### src/rtl/uart_cmd_parser.sv
// Five-byte command frame parser fed by a UART receiver: SYNC, CMD, DATA_HI, DATA_LO, CHK.
// Accepts frames whose XOR checksum matches and abandons a frame when the line goes quiet too long.
module uart_cmd_parser #(
    parameter logic [7:0] SYNC_BYTE     = 8'hA5,
    parameter int         TIMEOUT_TICKS = 640
) (
    input  logic        clk,
    input  logic        reset,
    input  logic        rx_done_tick,
    input  logic [7:0]  rx_byte,
    input  logic        sample_tick,
    output logic        cmd_valid,
    output logic [7:0]  cmd_code,
    output logic [15:0] cmd_data,
    output logic        chk_err,
    output logic        timeout_err,
    output logic        busy
);

    typedef enum logic [2:0] {
        HUNT,
        GET_CMD,
        GET_DHI,
        GET_DLO,
        GET_CHK
    } state_t;

    localparam logic [15:0] TMO_LAST = 16'(TIMEOUT_TICKS - 1);

    state_t      state, state_next;
    logic [15:0] tmo_cnt;
    logic [7:0]  hold_cmd, hold_dhi, hold_dlo;
    logic        frame_ok, frame_bad, tmo_hit;

    // NOTE: every output of this block gets a default first so no latch is inferred.
    always_comb begin
        state_next = state;
        frame_ok   = 1'b0;
        frame_bad  = 1'b0;
        tmo_hit    = 1'b0;
        if (rx_done_tick) begin
            // A byte always beats an expiring timeout in the same cycle.
            case (state)
                HUNT:    if (rx_byte == SYNC_BYTE) state_next = GET_CMD;
                GET_CMD: state_next = GET_DHI;
                GET_DHI: state_next = GET_DLO;
                GET_DLO: state_next = GET_CHK;
                GET_CHK: begin
                    state_next = HUNT;
                    if (rx_byte == (hold_cmd ^ hold_dhi ^ hold_dlo)) frame_ok = 1'b1;
                    else                                             frame_bad = 1'b1;
                end
                default: state_next = HUNT;
            endcase
        end else if (state != HUNT && sample_tick && tmo_cnt == TMO_LAST) begin
            tmo_hit    = 1'b1;
            state_next = HUNT;
        end
    end

    // NOTE: sequential state uses non-blocking assignments so every register samples pre-edge values.
    always_ff @(posedge clk) begin
        if (reset) begin
            state       <= HUNT;
            tmo_cnt     <= '0;
            hold_cmd    <= '0;
            hold_dhi    <= '0;
            hold_dlo    <= '0;
            cmd_code    <= '0;
            cmd_data    <= '0;
            cmd_valid   <= 1'b0;
            chk_err     <= 1'b0;
            timeout_err <= 1'b0;
        end else begin
            state       <= state_next;
            cmd_valid   <= frame_ok;
            chk_err     <= frame_bad;
            timeout_err <= tmo_hit;

            if (state == HUNT || rx_done_tick || tmo_hit) tmo_cnt <= '0;
            else if (sample_tick)                         tmo_cnt <= tmo_cnt + 16'd1;

            if (rx_done_tick) begin
                case (state)
                    GET_CMD: hold_cmd <= rx_byte;
                    GET_DHI: hold_dhi <= rx_byte;
                    GET_DLO: hold_dlo <= rx_byte;
                    default: ;
                endcase
            end

            if (frame_ok) begin
                cmd_code <= hold_cmd;
                cmd_data <= {hold_dhi, hold_dlo};
            end
        end
    end

    assign busy = (state != HUNT);

endmodule

### config.mk
export PLATFORM = sky130hd
export DESIGN_NAME = uart_cmd_parser
export DESIGN_NICKNAME = d
export VERILOG_FILES = /design/src/rtl/uart_cmd_parser.sv
export SDC_FILE = /design/constraint.sdc
export NUM_CORES = 1
export LEC_CHECK = 0
export CORE_MARGIN = 2
export CORE_UTILIZATION = 35
export DETAILED_ROUTE_END_ITERATION = 7
export PLACE_DENSITY = 0.54
export SYNTH_ARGS = -nofsm -noshare
export SYNTH_HDL_FRONTEND = slang
export SYNTH_SLANG_ARGS = --single-unit
### constraint.sdc
create_clock -name clk -period 1.7 [get_ports clk]
set_input_delay 0.34 -clock clk [delete_from_list [all_inputs] [get_ports clk]]
set_output_delay 0.34 -clock clk [all_outputs]
set_load 0.1 [all_outputs]
==> qor.yml <==
clock_power_share_pct: 42.6
syn_area_sq_mm: 0.00310
use_met3_pct: 4.01
final_common_cell: "nand2_1"
cts_root_buffer: "clkbuf_8"
grt.busiest_layer: "met2"
placedCellCount: 519
cp.required_ns: 1.97
ys_ff_latch: 70
layout.cells.most_common_list: "58 x nand2_1, 55 x dfxtp_1, 48 x nand2b_1"
io_buffers: 39
vias_per_cell: 4.66
hold_class: "in -> reg"
fin_crit_sh_pct: 99.2
gp_congestion: 0.849
reg2reg_to: "cmd_data[9]$_SDFFE_PP0P_"
critical_path_peak_fanout: 6
grtUsageMet2_pct: 26.9
cp-start-kind: "flop"
setup_viol: 0
design_area_sq_mm: 0.00461
cap_viol_max_count: 0
synth_cells: 347
layout.nets: 442
rsz0062_at_grt: "true"
stdcell_count: 542
cts_made_buffers: 9
leakage_nw: 1.64
via_count: 2527
clk_pin_slew_ns: 0.07
drc: 0
die_x_um: 98.1
drt_iter0_markers: 78
worst_setup_path_end_kind: "flop"
overflow: 0
reg2reg_slack_ns: 0.01
drive_gt1_share_pct: 30.3
coreArea_sq_mm: 0.00864
drt_wl_total_um: 7310
fin_util_pct: 53.3
slew_violations: 0
synth_nets: 360
clk_path_buf_depth: 2
ios: 40
reg2regPathDepth: 7
slowest_delay_ns: 0.38
seq_area_frac_synth_pct: 45.2
htree_levels: 3
routedWlPerCell_um: 13.5
yosysUniqueCellTypes: 31
grt_pass1_wl_um: 11800
grt_usage_pct: 15.3
clk_latency_ns: 0.35
start_util_pct: 35.9
slew_headroom_pct: 75.7
antenna_found_initial: 1
timing.rr.start: "hold_dlo[4]$_SDFFE_PP0P_"
outcome: "finished clean"
fin_crit_ns: 1.69
hold_violations: 0
dr.pass1.iters: 4
fp-row-count: 34
fin_skew_ns: 0.0172
synth.avg_cell_area_sq_um: 8.94
area_delta_synth_final_pct: 48.6
worstMarginPinSlew_ns: 0.359
synth_warnings: 0
clock-sinks: 70
cts_tree: "yes"
place_area_sq_mm: 0.00416
crit_start: "hold_dlo[4]$_SDFFE_PP0P_"
crit_chain: "xor2_1 -> xnor2_1 -> nand4_2 -> nor3_4 -> buf_6 -> buf_12 -> mux2i_2"
fin_ws_ns: 0.0132
cp.arrival_ns: 1.95
dpl.hpwl_um: 4860
p_per_area_mw_per_mm2: 675
cpMaxStageDelayCell: "dfxtp_1"
critPathCapture: "cmd_data[9]$_SDFFE_PP0P_"
p_switching_mw: 0.688
grt_pass1_vias: 2494
switching_share_pct: 22.1
ant_nets: 0
die_height_um: 98.1
p_int_mw: 2.42
combPwrFrac_pct: 4.7
ir_worst_vdd_mv: 0.544
dp_slack_ns: -0.448
path_class: "reg -> reg"
dieArea_sq_mm: 0.00963
use_met1_pct: 18.3
seqPwrFrac_pct: 52.6
grt_max_degree: 39
fmax_ghz: 0.593
p_total_mw: 3.11
## metrics by stage
stage	hold slack (ns)	TNS, ns
after floorplan	0.461	0
after global placement	0.473	-16.27
after detailed placement	0.480	-17.41
after CTS	0.380	-0.0493
after global routing	0.400	-1.15
final	0.382	0
## worst max-delay path, delay by kind of cell (launching register included)
kind	cells	cell delay (ns)
xor gates and xnor gates	2	0.38
buffers and inverters	2	0.28
DFF	1	0.38
muxes	1	0.20
and+or+nand+nor	2	0.36
## sequential cells by signal, indices dropped and copies added (netlist names)
name         count
hold_dhi         8
hold_cmd         8
chk_err          1
tmo_cnt         16
state            3
cmd_data        16
hold_dlo         8
cmd_code         8
cmd_valid        1
timeout_err      1
## final cells by class
type,count,area [sq um]
Antenna cell,1,2.50
Clock buffer,11,141
Clock inverter,4,47.5
Fill cell,777,4030
Inverter,2,7.51
Multi-Input combinational cell,259,1730
Sequential cell,70,1430
Tap cell,108,135
Timing Repair Buffer,87,1120
## routing by layer
metal	vias up	share of wire [%]
li1	1303	-
met1	1172	44
met2	40	50
met3	12	3.7
met4	0	1.8
met5	-	0
## synth_stat cells, drive strengths merged
| cell type | n | area (sq um) |
|---|---|---|
| and4b | 1 | 10.0 |
| nand2 | 58 | 218 |
| nand4 | 5 | 37.5 |
| or4 | 1 | 7.51 |
| a21oi | 27 | 135 |
| nor3 | 6 | 41.3 |
| nor2b | 1 | 6.26 |
| ha | 1 | 12.5 |
| nand2b | 48 | 300 |
| nor4b | 2 | 17.5 |
| buf | 6 | 51.3 |
| nand3 | 6 | 30.0 |
| nor3b | 1 | 7.51 |
| nor4 | 1 | 6.26 |
| dfxtp | 70 | 1400 |
| xnor2 | 26 | 243 |
| mux2i | 25 | 250 |
| and3 | 2 | 12.5 |
| and4 | 2 | 17.5 |
| clkbuf | 10 | 37.5 |
| or2 | 3 | 18.8 |
| xor2 | 13 | 114 |
| a31oi | 2 | 12.5 |
| inv | 2 | 7.51 |
| nor2 | 28 | 105 |
## worst min-delay path by stage
stage                                        start                       end  depth (start not counted)
after floorplan           hold_dhi[0]$_SDFFE_PP0P_  hold_dhi[0]$_SDFFE_PP0P_                          2
after global routing                         reset  hold_dlo[1]$_SDFFE_PP0P_                          2
final                                        reset     state[0]$_SDFFE_PP0P_                          2
after detailed placement  hold_cmd[1]$_SDFFE_PP0P_  hold_cmd[1]$_SDFFE_PP0P_                          2
after global placement    hold_cmd[3]$_SDFFE_PP0P_  hold_cmd[3]$_SDFFE_PP0P_                          2
after CTS                                    reset     state[0]$_SDFFE_PP0P_                          2
## what timing repair did
item                       CTS  global route
gates resized for setup     16            34
buffers inserted             1             3
gates cloned                 2             1
hold endpoints to repair     0             0
pin swaps                    2            17
hold buffers                 0             0
setup endpoints to repair   25            46
## cell families after synthesis
| kind of cell | after synthesis | share of synthesized area [%] |
|---|---|---|
| fa+ha+maj | 1 | 0.403 |
| mux | 25 | 8.07 |
| simple gates | 165 | 27.0 |
| compound gates | 29 | 4.76 |
| flops | 70 | 45.2 |
| buf+inv | 18 | 3.11 |
| xor+xnor | 39 | 11.5 |
## power by group through the flow
stage               Clock, mW  Combinational [mW]  Sequential, mW
floorplan                   0              0.0653            1.68
global placement            0               0.147            1.68
detailed placement          0               0.147            1.68
CTS                      1.36               0.144            1.64
global route             1.42               0.159            1.63
finish                   1.33               0.147            1.64
Power figures use the tool's default switching activity.
